$ cat config.mk
export PLATFORM = sky130hd
export DESIGN_NAME = hazard_scoreboard
export DESIGN_NICKNAME = d
export VERILOG_FILES = /design/src/rtl/hazard_scoreboard.sv
export SDC_FILE = /design/constraint.sdc
export NUM_CORES = 1
export LEC_CHECK = 0
export ABC_AREA = 1
export CORE_MARGIN = 2
export CORE_UTILIZATION = 45
export DETAILED_ROUTE_END_ITERATION = 7
export GPL_TIMING_DRIVEN = 0
export PLACE_DENSITY = 0.8
export SLEW_MARGIN = 15
export SYNTH_ARGS = -nofsm -noshare
export SYNTH_HDL_FRONTEND = slang
export SYNTH_SLANG_ARGS = --single-unit
$ cat constraint.sdc
create_clock -name CLK -period 2.9 [get_ports CLK]
set_input_delay 0.87 -clock CLK [delete_from_list [all_inputs] [get_ports CLK]]
set_output_delay 0.87 -clock CLK [all_outputs]
set_load 0.005 [all_outputs]
$ cat src/rtl/hazard_scoreboard.sv
// Producer-side hazard scoreboard: tracks in-flight register writes through E/M/W
// and drives stall, bubble, flush and freeze controls. Optional macro: LOAD_USE_M_STALL_EN.
module hazard_scoreboard #(
    parameter int CNT_W = 16
) (
    input  logic             CLK,
    input  logic             RST_N,
    input  logic [4:0]       RsAddr_D,
    input  logic [4:0]       RtAddr_D,
    input  logic             UsesRs_D,
    input  logic             UsesRt_D,
    input  logic [4:0]       RegDstAddr_D,
    input  logic             RegWriteEN_D,
    input  logic             MemRead_D,
    input  logic             BranchTaken_E,
    input  logic             MemWait_M,
    output logic             Stall_F,
    output logic             Stall_D,
    output logic             Flush_D,
    output logic             Bubble_E,
    output logic             Freeze_M,
    output logic [4:0]       RegDstAddr_E,
    output logic [4:0]       RegDstAddr_M,
    output logic [4:0]       RegDstAddr_W,
    output logic             RegWriteEN_E,
    output logic             RegWriteEN_M,
    output logic             RegWriteEN_W,
    output logic             MemRead_E,
    output logic             MemRead_M,
    output logic [CNT_W-1:0] StallCount
);

    typedef struct packed {
        logic       en;
        logic [4:0] addr;
        logic       load;
    } entry_t;

    typedef enum logic [1:0] {
        ADV_HOLD,
        ADV_INSERT_EMPTY,
        ADV_CAPTURE
    } advance_t;

    localparam entry_t EMPTY_ENTRY = '0;

    entry_t   entE, entM, entW;
    entry_t   capD;
    logic     luE;
    logic     loadUseHit;
    advance_t advance;

    // True when the ID instruction reads the register a tracked load will write.
    function automatic logic readsLoad(input entry_t p,
                                       input logic [4:0] rs, input logic [4:0] rt,
                                       input logic useRs, input logic useRt);
        return p.load & p.en & ((useRs & (rs == p.addr)) | (useRt & (rt == p.addr)));
    endfunction

    // $0 is never a producer, so it is stored as an empty slot.
    always_comb begin
        if (RegDstAddr_D == 5'd0) begin
            capD = EMPTY_ENTRY;
        end else begin
            capD = '{en: RegWriteEN_D, addr: RegDstAddr_D, load: MemRead_D};
        end
    end

    assign luE = readsLoad(entE, RsAddr_D, RtAddr_D, UsesRs_D, UsesRt_D);

`ifdef LOAD_USE_M_STALL_EN
    assign loadUseHit = luE | readsLoad(entM, RsAddr_D, RtAddr_D, UsesRs_D, UsesRt_D);
`else
    assign loadUseHit = luE;
`endif

    always_comb begin
        // NOTE: every output of this block gets a default first so no path leaves one unassigned and infers a latch.
        Stall_F  = 1'b0;
        Stall_D  = 1'b0;
        Flush_D  = 1'b0;
        Bubble_E = 1'b0;
        Freeze_M = 1'b0;
        advance  = ADV_CAPTURE;
        if (!RST_N) begin
            // Held in reset: only the pass-through controls remain visible.
            Flush_D  = BranchTaken_E;
            Freeze_M = MemWait_M;
        end else if (MemWait_M) begin
            Freeze_M = 1'b1;
            Stall_F  = 1'b1;
            Stall_D  = 1'b1;
            advance  = ADV_HOLD;
        end else if (BranchTaken_E) begin
            Flush_D  = 1'b1;
            Bubble_E = 1'b1;
            advance  = ADV_INSERT_EMPTY;
        end else if (loadUseHit) begin
            Stall_F  = 1'b1;
            Stall_D  = 1'b1;
            Bubble_E = 1'b1;
            advance  = ADV_INSERT_EMPTY;
        end
    end

    always_ff @(posedge CLK or negedge RST_N) begin
        if (!RST_N) begin
            // NOTE: sequential state uses non-blocking assignments so all stages shift from pre-edge values.
            entE <= EMPTY_ENTRY;
            entM <= EMPTY_ENTRY;
            entW <= EMPTY_ENTRY;
        end else begin
            case (advance)
                ADV_HOLD: begin
                    entE <= entE;
                    entM <= entM;
                    entW <= entW;
                end
                ADV_INSERT_EMPTY: begin
                    entW <= entM;
                    entM <= entE;
                    entE <= EMPTY_ENTRY;
                end
                default: begin
                    entW <= entM;
                    entM <= entE;
                    entE <= capD;
                end
            endcase
        end
    end

    always_ff @(posedge CLK or negedge RST_N) begin
        if (!RST_N) begin
            StallCount <= '0;
        end else if (Stall_D && (StallCount != '1)) begin
            StallCount <= StallCount + CNT_W'(1);
        end
    end

    assign RegDstAddr_E = entE.addr;
    assign RegDstAddr_M = entM.addr;
    assign RegDstAddr_W = entW.addr;
    assign RegWriteEN_E = entE.en;
    assign RegWriteEN_M = entM.en;
    assign RegWriteEN_W = entW.en;
    assign MemRead_E    = entE.load;
    assign MemRead_M    = entM.load;

endmodule

==> results of run 1 <==
[final cells by class]
cell class              instances  area, µm²
fillers                       410       1430
multi-input cells             204       1000
flip-flops and latches         36        901
repair buffers                 72        701
inverters                      30        116
clock buffers                   7       96.3
well taps                      52       65.1
plain buffers                   6       42.5
[logic make-up (layout without fill, tap and decap cells)]
family | Yosys count | in the layout | share of synthesized area
xor+xnor | 14 | 14 | 0.0605
flops | 36 | 36 | 0.444
simple gates | 182 | 182 | 0.393
buf+inv | 38 | 115 | 0.0790
compound gates | 7 | 7 | 0.0173
fa+ha+maj | 1 | 1 | 0.00617
[metrics by stage]
stage / hold WS, ns / std cells
2_1_floorplan: 0.465 / 278
3_3_place_gp: 0.452 / 393
3_5_place_dp: 0.458 / 394
4_1_cts: 0.441 / 406
5_1_grt: 0.452 / 407
6_report: 0.451 / 407
[flip-flops by register name (all words and copies together) (netlist names)]
name and count:
RegDstAddr_E 5, RegWriteEN_E 1, MemRead_M 1, RegWriteEN_M 1, MemRead_E 1, RegDstAddr_M 5, RegWriteEN_W 1, StallCount 16
RegDstAddr_W 5
[final timing paths]
| path | startpoint | to | slack (ns) | depth (start not counted) |
|---|---|---|---|---|
| setup / recovery | RtAddr_D[3] | Bubble_E | 0.08 | 12 |
| hold / removal | RST_N | StallCount[12] | 0.45 | 1 |
| setup reg to reg | StallCount[0] | StallCount[15] | 0.95 | 11 |
| hold reg to reg | RegWriteEN_W | RegWriteEN_W | 0.47 | 2 |
| max in group asynchronous | RST_N | RegDstAddr_M[1] | 2.07 | 2 |
| min in group CLK | RegWriteEN_W | RegWriteEN_W | 0.47 | 2 |
[power breakdown]
group / switching (mW) / total (mW) / internal, mW
Clock: 0.166 / 0.377 / 0.211
Sequential: 0.0591 / 0.616 / 0.557
Combinational: 0.146 / 0.331 / 0.185
[layer usage]
| layer | wire [µm] | GRT usage | up-vias |
|---|---|---|---|
| met4 | 32 | 0.0440 | 0 |
| li1 | - | - | 1002 |
| met3 | 219 | 0.0385 | 5 |
| met5 | 0 | 0 | - |
| met1 | 2350 | 0.290 | 924 |
| met2 | 2460 | 0.328 | 46 |
[cells in the mapped netlist, drive strengths merged]
master,count
dfrtp,36
nand2,123
ha,1
xor2,11
o21ai,7
inv,30
buf,5
nor3,7
nand3,33
clkbuf,3
nor2,19
xnor2,3
[timing repair]
item                                    in CTS  in global routing
resized for setup                           41                  2
pin swaps                                   14                  6
setup buffers                                6                  1
endpoints found under the setup margin       4                  3
gates cloned                                 0                  1
hold buffers                                 0                  0
==> reports/results.txt, run 1 <==
Yosys top cell area share: 0.444
layout cells sized above 1: 0.124
Hold Vio Cnt, Final: 0
CP dominant cell by count: nand2_1
critical path cell sequence: dlygate4sd2_1, inv_1, nand2_1, nand2_1, nor2_2, nand3_1, nand2_2, nand2_1, nand2_2, nand2_4, nor2_2, buf_2
via count: 1,977
Slowest cell on crit path: dlygate4sd2_1
MaxCap Viol Count: 0
initial antenna violation count: 0
area grow syn2layout: 44.2%
H-tree depth: 2
CTS tree: built
first-pass GRT wire length: 8360 µm
CTS max path bufs: 2
fin crit share: 0.973
FP Rows: 24
Pwr Total: 1.32 mW
initial DRC count: 129
Starting Density: 0.466
Via density: 4.86
Worst Setup Start Kind: primary input
placed cell areas: 2740 µm²
Hold Crit Class: primary input to async pin
final core utilization: 0.671
syn nets: 302
antenna viol nets, final: 0
setup ws final: 0.0786 ns
status: finished, final reports clean
Slew Viols, Final: 0
die width: 71.1 µm
Max Fclk: 354 MHz
Slew HR: 0.705
CP required: 2.03 ns
drt drc: 0
CTS sink count: 36
Static Leakage: 1.46 nW
Final GP Congestion: 0.840
Worst Skew: 0.00157 ns
Post-Synthesis Cells: 278
actual slew at the worst max-slew pin: 0.442 ns
Mapped Area: 2030 µm²
Core Area: 4350 µm²
largest net degree at the start of global routing: 27
die area: 5060 µm²
CTS Root Cell: clkbuf_8
Die H: 71.1 µm
ant diodes: 0
Worst Setup End Kind: primary output
vias in the first global route: 1,840
I/O Pins: 64
Worst-Skew Late Latency: 0.28 ns
Detailed Route WL: 5070 µm
area leader, netlist: dfrtp_1
synth unique cells: 20
setup slack at placement: -0.942 ns
Final Setup Violations: 0
sequential share of the synthesized area: 0.444
final net count: 379
largest stage delay on the critical path: 0.21 ns
number of port buffers: 63
GRT overflow: 0
Synth Register Bits: 36
CP max FO: 2
highest-count cells in the layout ignoring fill and taps: nand2_1 (114), clkdlybuf4s50_1 (45), dfrtp_1 (36), nand3_1 (31), inv_1 (28)
Arr. time, crit path: 1.95 ns
setup TNS: 0 ns
clock slew at reported path FFs: 0.07 ns
post-detail-place hpwl: 3630 µm
Avg WL per Cell: 12.5 µm
top area cells in the synthesized netlist: dfrtp_1 (44%), nand2_1 (22%), nand3_1 (7.9%)
Tmin final: 2.82 ns
drt pass-1 iters: 4
pwr dens: 453 nW/µm²
mean cell area of the mapped netlist: 7.29 µm²
commonest non-fill, non-tap cell in the layout: nand2_1
Synth warnings: 0
CP delay by family, top: simple AND/OR/NAND/NOR gates
Final Instance Area: 2920 µm²
kind of critical path: primary input to primary output
total track usage: 0.204
unrepaired setup endpoints after global routing: false
Crit path buffers/inverters: 3
Num CTS Buffers: 5
maximum vdd drop: 349 µV
Power figures use the tool's default switching activity.
==> run 2, diff against run 1 <==
==> constraint.sdc (replaced) <==
create_clock -name CLK -period 2.9 [get_ports CLK]
set_input_delay 0.87 -clock CLK [delete_from_list [all_inputs] [get_ports CLK]]
set_output_delay 0.87 -clock CLK [all_outputs]
set_load 0.1 [all_outputs]
==> run 2 against run 1 <==
Compared with the run above:
- non-clock buffer count down 1
- critical path depth shrank 1
- via count fell by 1.7%
- maximum frequency is 0.62% lower
- die area is the same
- worst hold slack got worse by 0.050 ns
- count of clock-buffer cells in the layout is 1 lower
- combinational power grew 130%
- sequential share of layout area decreased by 0.21 points
- clock skew up 0.0025 ns
- sequential power barely moved
- critical endpoint unchanged
- highest routed layer unchanged
==> reports/results.txt, run 2 (synthesis gave the netlist of run 1 again) <==
Via density: 4.77
worst flop-to-flop path endpoint: StallCount[13]
drt pass-1 iters: 4
largest net degree at the start of global routing: 27
CP max FO: 2
MaxCap Viol Count: 0
Pwr Total: 1.83 mW
number of port buffers: 63
Num CTS Buffers: 5
commonest non-fill, non-tap cell in the layout: nand2_1
Tmin final: 2.84 ns
antenna viol nets, final: 0
H-tree depth: 2
Final GP Congestion: 0.921
# hold bufs at CTS: 0
Hold Vio Cnt, Final: 0
die area: 5060 µm²
Max Fclk: 352 MHz
vias in the first global route: 1,895
Worst Skew: 0.00405 ns
Avg WL per Cell: 12.8 µm
Die H: 71.1 µm
post-detail-place hpwl: 3790 µm
maximum vdd drop: 513 µV
Final Setup Violations: 0
actual slew at the worst max-slew pin: 0.979 ns
Slew HR: 0.346
die width: 71.1 µm
CTS Root Cell: clkbuf_8
GRT overflow: 0
Core Area: 4350 µm²
drt drc: 0
via count: 1,943
max reg flops: 16
Starting Density: 0.466
placed cell areas: 2770 µm²
kind of critical path: primary input to primary output
highest-count cells in the layout ignoring fill and taps: nand2_1 (113), clkdlybuf4s50_1 (44), dfrtp_1 (31), nand3_1 (31), inv_1 (27)
Static Leakage: 1.46 nW
clock slew at reported path FFs: 0.07 ns
Arr. time, crit path: 1.97 ns
Slew Viols, Final: 0
layout cells sized above 1: 0.166
CTS sink count: 36
final net count: 378
area of the multi-input gates: 1020 µm²
ant diodes: 0
Final Instance Area: 2960 µm²
first-pass GRT wire length: 8450 µm
filler cell count: 370
initial DRC count: 106
initial antenna violation count: 0
flop-to-flop setup slack: 0.91 ns
Hold Crit Class: primary input to async pin
worst r2r src: RegDstAddr_E[2]
Worst Setup End Kind: primary output
placed insts: 394
pwr dens: 616 nW/µm²
Worst-Skew Late Latency: 0.29 ns
total track usage: 0.212
CP required: 2.03 ns
status: finished, final reports clean
largest register by flop count: StallCount
Detailed Route WL: 5210 µm
fin crit share: 0.979
CTS max path bufs: 2
CTS tree: built
fin cells: 407
I/O Pins: 64
cells on worst reg2reg path: 15
Worst Setup Start Kind: primary input
area grow syn2layout: 46.2%
FP Rows: 24
Reg area: 907 µm²
## run 2: report_power, final
part           total [mW]  switching, mW  internal [mW]  leakage (nW)
logic               0.774          0.584          0.190         0.943
registers           0.617         0.0589          0.558         0.464
clock network       0.436          0.180          0.255        0.0552
## run 2: worst max-delay path, stage by stage
cell and delay, ns:
dlygate4sd2_1 0.24, nand2_1 0.05, nand2_1 0.05, nor2_1 0.08, nand3_1 0.09, nand2_2 0.10, nand2_2 0.05, nand2_2 0.08
nand2_4 0.06, nor2_4 0.10, buf_12 0.18
## run 2: repair_timing
| action | 4_1_cts | 5_1_grt |
|---|---|---|
| endpoints found under the setup margin | 5 | 3 |
| gates cloned | 0 | 1 |
| buffers inserted | 5 | 2 |
| pin swaps | 19 | 16 |
| gates resized for setup | 68 | 12 |
## run 2: layout make-up
cell class | instances | share of cell area
Tap cell | 52 | 0.0220
Inverter | 30 | 0.0393
Clock buffer | 6 | 0.0245
Buffer | 5 | 0.0106
Timing Repair Buffer | 72 | 0.243
Sequential cell | 36 | 0.306
Multi-Input combinational cell | 204 | 0.343
Clock inverter | 2 | 0.0118
## run 2: layer usage
metal,up-vias,wire length [µm],GRT usage
met5,-,0,0
met4,0,88,0.0797
met3,9,283,0.0598
met2,54,2510,0.343
met1,877,2330,0.270
li1,1003,-,-
## run 2: worst max-delay path by stage
| stage | startpoint | to | slack, ns | cells after the start |
|---|---|---|---|---|
| floorplan | RsAddr_D[0] | Stall_F | 0.04 | 10 |
| global placement | RST_N | Flush_D | -2.91 | 6 |
| detailed placement | RtAddr_D[1] | Stall_F | -1.45 | 12 |
| CTS | RST_N | Stall_F | 0.004 | 8 |
| global route | RtAddr_D[0] | Bubble_E | -0.01 | 12 |
| finish | RtAddr_D[0] | Bubble_E | 0.06 | 11 |
## run 2: metrics by stage
step                worst slack (ns)  TNS, ns  hold WS, ns  utilization
finish                        0.0610        0        0.401        0.680
global route                 -0.0145  -0.0145        0.398        0.680
CTS                          0.00373        0        0.432        0.678
detailed placement             -1.45    -6.25        0.458        0.636
global placement               -2.91   -52.69        0.453        0.632
floorplan                     0.0359        0        0.574            -
==> run 3, diff against run 2 <==
--- a/config.mk
+++ b/config.mk
@@ -7,10 +7,10 @@
 export LEC_CHECK = 0
 export ABC_AREA = 1
 export CORE_MARGIN = 2
-export CORE_UTILIZATION = 45
+export CORE_UTILIZATION = 46
 export DETAILED_ROUTE_END_ITERATION = 7
 export GPL_TIMING_DRIVEN = 0
-export PLACE_DENSITY = 0.8
+export PLACE_DENSITY = 0.81
 export SLEW_MARGIN = 15
 export SYNTH_ARGS = -nofsm -noshare
 export SYNTH_HDL_FRONTEND = slang
==> run 3 against run 2 <==
Compared with the run above:
- power is 0.18% lower
- clock power hardly changed
- critical path depth stayed put
- die area is 2.1% lower
- final cell count stayed put
- clock skew is 0.0027 ns higher
- register-to-register slack better by 0.05 ns
- wire length hardly changed
- worst hold slack better by 0.0036 ns
- global-route usage is 0.38 points higher
- critical endpoint unchanged
- largest power group unchanged
==> reports/results.txt, run 3 (synthesis gave the netlist of run 1 again) <==
status: finished, final reports clean
GRT overflow: 0
pwr dens: 617 nW/µm²
drt drc: 0
cells on worst reg2reg path: 14
highest-count cells in the layout ignoring fill and taps: nand2_1 (113), clkdlybuf4s50_1 (44), dfrtp_1 (31), nand3_1 (31), inv_1 (26)
first-pass GRT wire length: 8520 µm
CTS sink count: 36
Final Setup Violations: 0
worst flop-to-flop path endpoint: StallCount[12]
vias in the first global route: 1,844
maximum vdd drop: 493 µV
antenna viol nets, final: 0
Static Leakage: 1.47 nW
ant diodes: 0
post-detail-place hpwl: 3640 µm
Starting Density: 0.472
Num CTS Buffers: 5
Core Area: 4290 µm²
total track usage: 0.215
Tmin final: 2.85 ns
critical path cell sequence: dlygate4sd2_1, nand2_1, nand2_1, nor2_1, nand3_1, nand2_2, nand2_2, nand2_2, nand2_4, nor2_4, buf_12
layout cells sized above 1: 0.172
commonest non-fill, non-tap cell in the layout: nand2_1
CTS Root Cell: clkbuf_8
final net count: 378
kind of critical path: primary input to primary output
actual slew at the worst max-slew pin: 0.976 ns
CP dominant cell by count: nand2_2
Via density: 4.82
Worst Setup Start Kind: primary input
flop-to-flop setup slack: 0.96 ns
Max Fclk: 351 MHz
CTS tree: built
via count: 1,963
H-tree depth: 2
CTS max path bufs: 2
worst r2r src: RegDstAddr_E[0]
Arr. time, crit path: 1.98 ns
Die H: 70.4 µm
MaxCap Viol Count: 0
FP Rows: 24
Crit path buffers/inverters: 2
largest net degree at the start of global routing: 33
Hold Crit Class: primary input to async pin
Slew Viols, Final: 0
largest stage delay on the critical path: 0.24 ns
initial DRC count: 148
initial antenna violation count: 0
Worst Skew: 0.00673 ns
fin crit share: 0.983
final core utilization: 0.688
Avg WL per Cell: 12.8 µm
Final GP Congestion: 0.814
Final Instance Area: 2950 µm²
max reg flops: 16
placed cell areas: 2770 µm²
Detailed Route WL: 5220 µm
largest register by flop count: StallCount
die area: 4950 µm²
drt pass-1 iters: 4
number of port buffers: 63
CP required: 2.03 ns
area grow syn2layout: 45.7%
clock slew at reported path FFs: 0.08 ns
CP max FO: 2
Worst-Skew Late Latency: 0.29 ns
I/O Pins: 64
CP delay by family, top: simple AND/OR/NAND/NOR gates
Slew HR: 0.347
Worst Setup End Kind: primary output
Hold Vio Cnt, Final: 0
Slowest cell on crit path: dlygate4sd2_1
unrepaired setup endpoints after global routing: true
die width: 70.4 µm
[run 3: worst max-delay path by stage]
stage	from	to	slack, ns	cells past startpoint
floorplan	RsAddr_D[0]	Stall_F	0.04	10
detailed placement	RsAddr_D[4]	Stall_F	-1.46	12
finish	RtAddr_D[2]	Bubble_E	0.05	11
CTS	RtAddr_D[0]	Bubble_E	0.001	12
global route	RtAddr_D[2]	Bubble_E	-0.06	11
global placement	RST_N	Flush_D	-2.89	6
[run 3: timing repair]
| action | 4_1_cts | 5_1_grt |
|---|---|---|
| gates cloned | 0 | 1 |
| pin swaps | 18 | 16 |
| endpoints found under the setup margin | 5 | 4 |
| setup buffers | 6 | 0 |
| gates resized for setup | 68 | 16 |
| hold buffers | 0 | 0 |
[run 3: power breakdown]
group | switching [mW] | internal [mW]
Combinational | 0.583 | 0.189
Clock | 0.180 | 0.255
Sequential | 0.0582 | 0.558
Total | 0.821 | 1.00
[run 3: per-stage QoR]
stage	power, mW	std cells	hold slack [ns]	setup slack (ns)	setup TNS (ns)
2_1_floorplan	1.18	278	0.574	0.0359	0
3_3_place_gp	1.38	393	0.452	-2.89	-51.60
3_5_place_dp	1.38	394	0.458	-1.46	-6.28
4_1_cts	1.83	406	0.391	0.00126	0
5_1_grt	1.89	407	0.407	-0.0562	-0.0749
6_report	1.82	407	0.404	0.0495	0
[run 3: final cells by class]
cell class | instances | area (µm²)
clock buffers | 6 | 72.6
clock inverters | 2 | 35.0
flip-flops and latches | 36 | 907
well taps | 52 | 65.1
fillers | 365 | 1340
plain buffers | 6 | 42.5
multi-input cells | 204 | 1010
repair buffers | 71 | 701
inverters | 30 | 116
[run 3: layer usage]
layer	up-vias	GRT usage	share of wire
met5	-	0	0
met2	57	0.343	0.48
met1	891	0.301	0.45
li1	1006	-	-
met3	9	0.0289	0.051
met4	0	0.0748	0.017
